## src/rtl/regwb_pkg.sv

```systemverilog
// regwb_pkg: shared state encoding, register-file geometry and widths for the writeback arbiter.
package regwb_pkg;
    typedef enum logic {ST_CLEAR, ST_RUN} state_t;
    localparam int DATA_W = 32;
    localparam int REG_W = 5;
    localparam int NREGS = 32;
    localparam logic [REG_W-1:0] REG_ZERO = 5'd0;
    localparam logic [REG_W-1:0] REG_LAST = 5'd31;
endpackage

```

## src/rtl/regwb_age.sv

```systemverilog
// regwb_age: saturating count of consecutive cycles requester A was denied while valid.
module regwb_age #(
    parameter int STARVE_MAX = 4,
    parameter int AGE_W = 4
) (
    input  logic clk,
    input  logic rst,
    input  logic inc,
    input  logic clr,
    output logic starved
);
    logic [AGE_W-1:0] age;
    assign starved = age == AGE_W'(STARVE_MAX);
    always_ff @(posedge clk) begin
        if (rst || clr) age <= '0;
        else if (inc && !starved) age <= age + 1'b1;
    end
endmodule

```

## src/rtl/regwb_arbiter.sv

```systemverilog
// regwb_arbiter: register-file write-port arbiter, B priority with A starvation guard, $0 writes dropped.
// REGWB_CLEAR_EN compiles in a post-reset sweep that zeroes registers 1..31 before any grant.
module regwb_arbiter
    import regwb_pkg::*;
#(
    parameter int STARVE_MAX = 4,
    parameter int AGE_W = 4
) (
    input  logic              clk,
    input  logic              rst,
    input  logic              a_valid,
    output logic              a_ready,
    input  logic [REG_W-1:0]  a_reg,
    input  logic [DATA_W-1:0] a_data,
    input  logic              b_valid,
    output logic              b_ready,
    input  logic [REG_W-1:0]  b_reg,
    input  logic [DATA_W-1:0] b_data,
    output logic              we,
    output logic [REG_W-1:0]  wreg,
    output logic [DATA_W-1:0] wdata,
    output logic              busy
);
    logic run, starved, grant_a, grant_b;
    logic [REG_W-1:0] sweep_reg;
`ifdef REGWB_CLEAR_EN
    state_t state, state_nx;
    logic [REG_W-1:0] idx;
    always_ff @(posedge clk) state <= rst ? ST_CLEAR : state_nx;
    always_comb state_nx = (state == ST_CLEAR && idx == REG_LAST) ? ST_RUN : state;
    always_ff @(posedge clk) idx <= rst ? REG_W'(1) : (run ? idx : idx + 1'b1);
    assign run = state == ST_RUN;
    assign sweep_reg = idx;
`else
    assign run = 1'b1;
    assign sweep_reg = REG_ZERO;
`endif
    always_comb begin
        grant_b = run && !rst && b_valid && !(a_valid && starved);
        grant_a = run && !rst && a_valid && !grant_b;
    end
    assign a_ready = grant_a;
    assign b_ready = grant_b;
    assign busy = !run;
    regwb_age #(.STARVE_MAX(STARVE_MAX), .AGE_W(AGE_W)) u_age (
        .clk(clk),
        .rst(rst),
        .inc(run && a_valid && !grant_a),
        .clr(run && (grant_a || !a_valid)),
        .starved(starved)
    );
    // A grant to $0 still loads wreg/wdata; only the enable is suppressed.
    always_ff @(posedge clk) begin
        if (rst) begin
            we <= 1'b0;
            wreg <= REG_ZERO;
            wdata <= '0;
        end else if (!run) begin
            we <= 1'b1;
            wreg <= sweep_reg;
            wdata <= '0;
        end else if (grant_b) begin
            we <= b_reg != REG_ZERO;
            wreg <= b_reg;
            wdata <= b_data;
        end else if (grant_a) begin
            we <= a_reg != REG_ZERO;
            wreg <= a_reg;
            wdata <= a_data;
        end else begin
            we <= 1'b0;
        end
    end
endmodule

```

## config.mk

```make
export PLATFORM = sky130hd
export DESIGN_NAME = regwb_arbiter
export DESIGN_NICKNAME = d
export VERILOG_FILES = /design/src/rtl/regwb_pkg.sv /design/src/rtl/regwb_age.sv /design/src/rtl/regwb_arbiter.sv
export SDC_FILE = /design/constraint.sdc
export NUM_CORES = 1
export LEC_CHECK = 0
export BUFFER_PORTS_ARGS = -buffer_cell sky130_fd_sc_hd__buf_2
export CAP_MARGIN = 20
export CORE_MARGIN = 8
export CORE_UTILIZATION = 35
export DETAILED_ROUTE_END_ITERATION = 8
export PLACE_DENSITY = 0.67
export SLEW_MARGIN = 20
export SYNTH_ARGS = -nofsm -noshare
export SYNTH_HDL_FRONTEND = slang
export SYNTH_HIERARCHICAL = 1
export SYNTH_SLANG_ARGS = --single-unit
export TNS_END_PERCENT = 30
```

## constraint.sdc

```tcl
create_clock -name clk -period 2.45 [get_ports clk]
set_input_delay 0.3675 -clock clk [delete_from_list [all_inputs] [get_ports clk]]
set_output_delay 0.3675 -clock clk [all_outputs]
set_load 0.01 [all_outputs]
```

* Yosys cells after proc, flatten, opt, wreduce, memory -nomap -nowiden
Index checks and enable logic that the tools add are counted.
Word-level totals: register bits 42, bits of input ports 78, output and inout port bits 41, logic and storage cells 30
Cells by class: $add $sub $neg 1, eq/ne operators 1, mux-type cells 6, reductions and logical operators 18
Operators by type and width (number):
- 32-bit 2-to-1 mux | 2
- 5-bit 2-to-1 mux | 2
- 5-bit nonzero test | 2
- 1-bit logical AND | 7
- 1-bit zero test | 6
- 4-bit by 1-bit adder with 4-bit output, second input constant | 1
- 4-bit by 3-bit equality test with 1-bit output, second input constant | 1
- 1-bit logical OR | 2
- 1-bit 2-to-1 mux | 2
- 2-bit nonzero test | 1

* Depth between registers and ports, before layout
Gate-level depths: netlist of run 1.
depth in word-level cells 9, depth in mapped cells 10, depth with buffers taken out 10

* Modules after synthesis
Netlist of run 1, hierarchy kept.
Modules (own cells, without submodules):
- regwb_arbiter | instances 1, cells an instance 182, area an instance 1770.4 um^2, seq. area each 760.7 um^2
- regwb_age | instances 1, cells an instance 25, area an instance 229.0 um^2, seq. area each 80.1 um^2

* Worst setup path after synthesis of run 1
Ideal clock, no wire load.
path kind register -> register, from reg u_age.age[0], to reg u_age.age[3], library setup time 0.059 ns, data arrival time 1.752 ns, data required time 2.391 ns, path slack 0.640 ns, stages on the path, launching flop included 11, path buffers 0, clock period less this slack 1.810 ns, path through dfxtp_1 -> inv_1 -> ha_1 -> nand3b_1 -> inv_2 -> nor2b_1 -> o21ai_0 -> inv_1 -> nand4_2 -> nor4b_2 -> a31o_1
Between the ends: cells in the longest elaborated chain, start to end 9, elaborated cells between the ends (all ways) 13, those cells by class add/sub (1); eq/ne (1); reduce/logical (11)
Ends and longest elaborated chain:
- start: declaration | RTL line regwb_age.sv:12 | logic [AGE_W-1:0] age;
- start signal: assignment | RTL line regwb_age.sv:16 | else if (inc && !starved) age <= age + 1'b1;
- 4-bit by 3-bit equality test with 1-bit output (*) | RTL line regwb_age.sv:13 | assign starved = age == AGE_W'(STARVE_MAX);
- via starved | RTL line regwb_arbiter.sv:24 | logic run, starved, grant_a, grant_b;
- 1-bit logical AND | RTL line regwb_arbiter.sv:39 | grant_b = run && !rst && b_valid && !(a_valid && starved);
- 1-bit zero test | RTL line regwb_arbiter.sv:39
- 1-bit logical AND | RTL line regwb_arbiter.sv:39
- 1-bit zero test | RTL line regwb_arbiter.sv:40 | grant_a = run && !rst && a_valid && !grant_b;
- 1-bit logical AND | RTL line regwb_arbiter.sv:40
- 1-bit zero test | RTL line regwb_arbiter.sv:48 | .inc(run && a_valid && !grant_a),
- 1-bit logical AND | RTL line regwb_arbiter.sv:48
- 1-bit logical AND | RTL line regwb_age.sv:16
The timed path passes the listed nets; every way through them passes the cells marked *. A chain may end at the register's enable or synchronous reset.

* Worst setup path after layout of run 1
from reg u_age.age[0], to out b_ready
Between the ends: cells in the longest elaborated chain, start to end 4
Ends and longest elaborated chain:
- 4-bit by 3-bit equality test with 1-bit output | RTL line regwb_age.sv:13
- via starved | RTL line regwb_arbiter.sv:24
- 1-bit logical AND | RTL line regwb_arbiter.sv:39
- 1-bit zero test | RTL line regwb_arbiter.sv:39
- 1-bit logical AND | RTL line regwb_arbiter.sv:39
- end: declaration | RTL line regwb_arbiter.sv:16 | output logic b_ready,
The timed path passes the listed nets, and every way through them passes these cells.

==> flow_metrics.tcl, run 1 <==
set metrics [dict create \
    syn_nets 287 \
    worst_setup_path_start_kind "flip-flop" \
    number_of_antenna_violations_at_the_first_check_in_global_routing 0 \
    postCtsSetupBuffers 0 \
    synth_flop_cell "sky130_fd_sc_hd__dfxtp_1" \
    rsz_0062_raised_after_global_routing "false" \
    cts_buffers 5 \
    clock_tree.buffer_depth 2 \
    detailed_router_s_first_iteration_violation_count 103 \
    tritoncts_num_sinks 42 \
    die_outline_area_sq_um 8390 \
    cts.root.buffer_cell "sky130_fd_sc_hd__clkbuf_8" \
    critical_path_required_ns 2.08 \
    wl_um 6550 \
    vias_per_cell 5.30 \
    min_period_over_period_pct 91.2 \
    synthesis.instances 207 \
    place.detailed.instances 385 \
    leakagePower_uw 0.00140 \
    groute.usage.overall_pct 15.1 \
    finalWeightedCongestion 0.798 \
    critical_path_fanout_max 12 \
    number_of_vias_after_detailed_routing 2110 \
    placement.io_buffers 117 \
    finalMaxSlewViolations 0 \
    synth-seq-area-share_pct 42.1 \
    worst_ir_drop_vdd_uv 217 \
    fmax_mhz 448 \
    grt_pass1_wl_um 10600 \
    via_count_of_the_first_global_routing_pass 2235 \
    core-area_sq_um 5510 \
    layout.core_utilization_pct 50.8 \
    synthesized_area_per_cell_sq_um 9.66 \
    ys_ff_latch 42 \
    grt_ovf 0 \
    setup-violations-final 0 \
    insertion_delay_ns 0.29 \
    p_total_uw 1510 \
    antenna_violating_nets_post_route 0 \
    final_net_count 405 \
    timing.max_cap.violations 0 \
    hold_path_class "input port to flip-flop" \
    yosys_warnings 6 \
    number_of_enable_flip_flop_cells_after_synthesis 0 \
    die_w_um 91.6 \
    asr_flop_ratio_synth_pct 0 \
    hpwl_um 4900 \
    hold_violations 0 \
    die_h_um 91.6 \
    drc 0 \
    initial_utilization_pct 36.3 \
    worst-setup-path-type "flip-flop to primary output" \
    timing.clock.skew_ns 0.00304 \
    power_density_nw_per_um2 540 \
    syn-cell-area_sq_um 2000 \
    status "completed" \
    yosysUniqueCellTypes 33 \
    hold_buffers 0 \
    cts_tree "yes" \
    num_io_pins 119 \
    pin_count_of_the_biggest_net_entering_global_routing 24 \
    final_cells 398 \
    antenna_cells_inserted 0 \
    area_delta_synth_final_pct 39.9 \
    final_area_sq_um 2800 \
    row_count 27 \
    clk_transition_reported_paths_ns 0.08 \
    crit_path_end_kind "primary output" \
    cts_resized 0 \
    arrival_ns 1.87 \
    post_route_cells_drive_above_1_share_pct 45.7 \
    ctsHtreeMaxLevel 2 \
    dpl-instance-area_sq_um 2670 \
    post_drt_wl_per_cell_um 16.4 \
    drtPass1Iterations 4 \
    final.min_clock_period_ns 2.23 \
    tns_ns 0 \
]
==> cell usage after synthesis, types with 2 or more instances <==
cell type | instances | area, sq um
sky130_fd_sc_hd__clkbuf_1 | 11 | 41.3
sky130_fd_sc_hd__nand3_1 | 3 | 15.0
sky130_fd_sc_hd__buf_6 | 2 | 22.5
sky130_fd_sc_hd__ha_1 | 2 | 25.0
sky130_fd_sc_hd__and2_1 | 5 | 31.3
sky130_fd_sc_hd__nor2_1 | 5 | 18.8
sky130_fd_sc_hd__nand2_1 | 2 | 7.51
sky130_fd_sc_hd__nor3_1 | 2 | 10.0
sky130_fd_sc_hd__buf_2 | 6 | 30.0
sky130_fd_sc_hd__o21ai_0 | 2 | 10.0
sky130_fd_sc_hd__dfxtp_1 | 42 | 841
sky130_fd_sc_hd__a21boi_1 | 2 | 15.0
sky130_fd_sc_hd__inv_1 | 36 | 135
sky130_fd_sc_hd__a221o_1 | 37 | 370
sky130_fd_sc_hd__a2111oi_0 | 32 | 280
==> path summary, 6_finish.rpt <==
path | start | to | slack (ns) | cells after the start
hold reg to reg | wdata[31]$_SDFFE_PP0P_ | wdata[31]$_SDFFE_PP0P_ | 0.49 | 1
setup / recovery | u_age/age[0]$_SDFFE_PP0P_ | b_ready | 0.22 | 7
setup reg to reg | u_age/age[0]$_SDFFE_PP0P_ | u_age/age[3]$_SDFFE_PP0P_ | 0.40 | 10
hold / removal | b_data[14] | wdata[14]$_SDFFE_PP0P_ | 0.30 | 2
==> layer usage <==
| metal | share of wire [%] | wire length (um) | GRT usage, % |
|---|---|---|---|
| met1 | 45 | 2960 | 17.9 |
| met2 | 46 | 3000 | 23.9 |
| met3 | 7.3 | 475 | 5.68 |
| met4 | 1.8 | 115 | 6.28 |
| met5 | 0 | 0 | 0 |
==> critical path, stage by stage, from the launching register on <==
cell and delay, ns:
sky130_fd_sc_hd__dfxtp_1 0.40, sky130_fd_sc_hd__inv_1 0.08, sky130_fd_sc_hd__ha_1 0.19, sky130_fd_sc_hd__nand3b_1 0.14, sky130_fd_sc_hd__inv_2 0.09, sky130_fd_sc_hd__nand2_2 0.17, sky130_fd_sc_hd__and3b_4 0.34, sky130_fd_sc_hd__buf_2 0.17
==> cell usage in the layout, fill, tap and decap left out, drive strengths merged, types with 2 or more instances in the layout <==
master	count
a2111oi	32
a21boi	2
a221o	37
and2	5
buf	133
clkbuf	7
dfxtp	42
ha	2
inv	37
nand2	3
nand3	3
nor2	5
nor3	3
o21ai	3
==> state kept, by name, summed over array words and instances (netlist names) <==
name	count
wdata	32
wreg	5
u_age/age	4
we	1
==> cells by family (layout without fill, tap and decap cells) <==
logic type / after synthesis / in the layout / synth area share (%)
adder cells (fa/ha/maj): 2 / 2 / 1.25
flip-flops: 42 / 42 / 42.1
other: 1 / 1 / 0.188
AND/OR/NAND/NOR: 26 / 26 / 8.89
buffers and inverters: 59 / 178 / 12.5
AO/OA/AOI/OAI: 77 / 77 / 35.2
==> power breakdown <==
| group | switching, uW | internal, uW | leakage, uW |
|---|---|---|---|
| Sequential | 26.3 | 734 | 0.000348 |
| Combinational | 145 | 147 | 0.00100 |
| Clock | 231 | 228 | 0.0000482 |
| Total | 403 | 1110 | 0.00140 |
==> metrics by stage <==
stage / hold WS (ns) / setup WS (ns)
4_1_cts: 0.287 / 0.114
3_3_place_gp: 0.466 / 0.393
2_1_floorplan: 0.441 / 0.640
5_1_grt: 0.288 / 0.0802
6_report: 0.298 / 0.217
3_5_place_dp: 0.468 / 0.394
==> layout make-up <==
cell class | count | area (sq um)
fill | 519 | 2710
multi-input combinational | 106 | 918
sequential | 42 | 841
timing repair buffer | 133 | 718
inverter | 37 | 139
tap | 72 | 90.1
clock buffer | 7 | 86.3
clock inverter | 1 | 5.00
Power figures use the tool's default switching activity.
==> inputs of run 2 (changes only) <==
PLACE_DENSITY = 0.66   (was 0.67)
SYNTH_HIERARCHICAL = not set   (was 1)
==> run 2 against run 1 <==
  * Die area grew 2.4%
  * Worst setup slack improved by 0.16 ns
  * Combinational power up 8.9%
  * Via count increased by 8.2%
  * Global-route usage grew 0.49 points
  * Cell area shrank 0.31%
  * Utilization decreased by 2.9 points
  * Worst hold slack improved by 0.021 ns
  * Critical path depth down 2
  * Clock power rose by 1%
  * Synthesized area increased by 2.9%
  * Critical path type unchanged
  * Critical endpoint unchanged
  * Largest cell class unchanged
==> flow_metrics.tcl, run 2 <==
set metrics [dict create \
    status "completed" \
    tritoncts_num_sinks 42 \
    most_area_hungry_cell_type_in_the_yosys_netlist "sky130_fd_sc_hd__dfxtp_1" \
    post_route_cells_drive_above_1_share_pct 39.3 \
    hold_buffers 0 \
    fmax_mhz 482 \
    worst_ir_drop_vdd_uv 274 \
    grt_ovf 0 \
    max_flop_register "wdata" \
    row_count 28 \
    p_total_uw 1540 \
    arrival_ns 1.71 \
    rsz_0062_raised_after_global_routing "false" \
    die_h_um 92.7 \
    clk_transition_reported_paths_ns 0.07 \
    finalMaxSlewViolations 0 \
    p_sw_uw 432 \
    hpwl_um 4930 \
    worst-setup-path-type "flip-flop to primary output" \
    cts_resized 0 \
    number_of_enable_flip_flop_cells_after_synthesis 0 \
    setup-violations-final 0 \
    number_of_fill_cells 601 \
    vias_per_cell 5.38 \
    worst_setup_path_start_kind "flip-flop" \
    setup_ws_ns 0.376 \
    yosysUniqueCellTypes 27 \
    postCtsSetupBuffers 0 \
    clock_tree.buffer_depth 2 \
    min_period_over_period_pct 84.7 \
    antenna_violating_nets_post_route 0 \
    timing.clock.skew_ns 0.0101 \
    synth-seq-area-share_pct 40.9 \
    combinational_family_with_the_most_area_after_synthesis "compound AO/OA/AOI/OAI gates" \
    critical_path_fanout_max 7 \
    core-area_sq_um 5820 \
    ys_ff_latch 42 \
    final_common_cell "sky130_fd_sc_hd__buf_2" \
    top_regs "wdata: 32 flops, wreg: 5 flops, u_age.age: 4 flops" \
    timing.critical_path.cells "inv_1 > ha_1 > and4b_1 > nor2_1 > buf_2" \
    synth_flop_cell "sky130_fd_sc_hd__dfxtp_1" \
    finalWeightedCongestion 0.774 \
    largest_register_ff_count 32 \
    synth-adder-area-share_pct 1.22 \
    syn-cell-area_sq_um 2060 \
    final.min_clock_period_ns 2.07 \
    insertion_delay_ns 0.29 \
    pin_count_of_the_biggest_net_entering_global_routing 33 \
    asr_flop_ratio_synth_pct 0 \
    ctsHtreeMaxLevel 2 \
    hold_path_class "input port to flip-flop" \
    syn_nets 321 \
    critPathMaxStageDelay_ns 0.38 \
    antenna_cells_inserted 0 \
    drtPass1Iterations 5 \
    power_frac_clock_pct 30.2 \
    cts.root.buffer_cell "sky130_fd_sc_hd__clkbuf_8" \
    critical_path.slowest_cell "sky130_fd_sc_hd__dfxtp_1" \
    cts_buffers 5 \
    pwr-share-seq_pct 49.2 \
    wl_um 6750 \
    groute.usage.overall_pct 15.6 \
    initial_utilization_pct 35.4 \
    yosys.area.top_type_share_pct 40.9 \
    crit_path_end_kind "primary output" \
    via_count_of_the_first_global_routing_pass 2441 \
    synth-compound-area-share_pct 37.2 \
    post_drt_wl_per_cell_um 15.9 \
    critical_path_required_ns 2.08 \
    switching_share_pct 28.0 \
    num_io_pins 119 \
    detailed_router_s_first_iteration_violation_count 69 \
    area_delta_synth_final_pct 35.5 \
    number_of_vias_after_detailed_routing 2282 \
    synthSimpleGateAreaFrac_pct 13.3 \
    synthTopCellsByArea "sky130_fd_sc_hd__dfxtp_1, sky130_fd_sc_hd__a311oi_1, sky130_fd_sc_hd__a211oi_1" \
    yosys.cell_count.top_type "sky130_fd_sc_hd__dfxtp_1" \
    synth_xor_xnor_area_share_pct 0.426 \
    hold_violations 0 \
    final_net_count 428 \
    placement.setup.worst_slack_ns 0.665 \
    muxShareOfSynthArea_pct 0 \
    drc 0 \
    grt_pass1_wl_um 11200 \
    portion_of_total_power_attributed_to_combinational_logic_pct 20.6 \
    synth_common_cells "sky130_fd_sc_hd__dfxtp_1, sky130_fd_sc_hd__nor2_1, sky130_fd_sc_hd__a211oi_1, sky130_fd_sc_hd__a311oi_1, sky130_fd_sc_hd__o21ai_0" \
    power_density_nw_per_um2 552 \
    die_w_um 92.7 \
    yosys_warnings 0 \
    final_cells 424 \
    leakagePower_uw 0.00123 \
    placement.io_buffers 117 \
    synthesized_area_per_cell_sq_um 8.54 \
    tns_ns 0 \
    power.internal_uw 1110 \
    die_outline_area_sq_um 8590 \
    cts_tree "yes" \
    number_of_antenna_violations_at_the_first_check_in_global_routing 0 \
    leading_cell_types_in_the_layout_fill_and_taps_excluded "sky130_fd_sc_hd__buf_2, sky130_fd_sc_hd__dfxtp_1, sky130_fd_sc_hd__nor2_1" \
    synthesis.instances 241 \
    place.detailed.instances 416 \
    timing.max_cap.violations 0 \
]
## run 2: cell families after synthesis
family | count (synthesis)
buffers and inverters | 30
flip-flops | 42
AO/OA/AOI/OAI | 105
XOR/XNOR | 1
other | 1
adder cells (fa/ha/maj) | 2
AND/OR/NAND/NOR | 60
## run 2: path summary, 6_finish.rpt
| path | startpoint | end | slack [ns] | cells after the start |
|---|---|---|---|---|
| hold reg to reg | u_age.age[0]$_SDFFE_PP0P_ | u_age.age[0]$_SDFFE_PP0P_ | 0.48 | 1 |
| setup reg to reg | u_age.age[0]$_SDFFE_PP0P_ | wdata[14]$_SDFFE_PP0P_ | 0.86 | 6 |
| hold / removal | a_reg[0] | wreg[0]$_SDFFE_PP0P_ | 0.32 | 2 |
| setup / recovery | u_age.age[0]$_SDFFE_PP0P_ | b_ready | 0.38 | 5 |
## run 2: layout make-up
class / count / area, sq um / area share [%]
clock buffers: 7 / 86.3 / 3.10
clock inverters: 1 / 5.00 / 0.179
repair buffers: 127 / 673 / 24.1
multi-input cells: 169 / 1080 / 38.7
well taps: 75 / 93.8 / 3.36
flip-flops and latches: 42 / 841 / 30.1
inverters: 3 / 11.3 / 0.404
## run 2: routing by layer
metal	wire [um]	track usage [%]	up-vias
li1	-	-	1133
met1	2820	17.2	1054
met2	3290	28.3	87
met3	566	4.85	8
met4	70	4.03	0
met5	0	0	-
## run 2: critical path: cells and delay by family, from the launching register on
family	cells	cell delay, ns
adders and majority gates	1	0.23
DFF	1	0.38
buffers and inverters	2	0.27
and+or+nand+nor	2	0.53
## run 2: metrics by stage
step	hold WS (ns)	utilization, %	cell area, sq um
2_1_floorplan	0.430	-	2060
3_3_place_gp	0.447	46.4	2700
3_5_place_dp	0.470	46.4	2700
4_1_cts	0.306	48.0	2790
5_1_grt	0.307	48.0	2790
6_report	0.319	48.0	2790
## run 2: power groups by stage
stage | Clock [uW] | Combinational (uW) | Sequential, uW
after floorplan | 0 | 146 | 796
after global placement | 0 | 318 | 773
after detailed placement | 0 | 322 | 774
after CTS | 482 | 323 | 758
after global routing | 504 | 359 | 763
final | 465 | 318 | 757
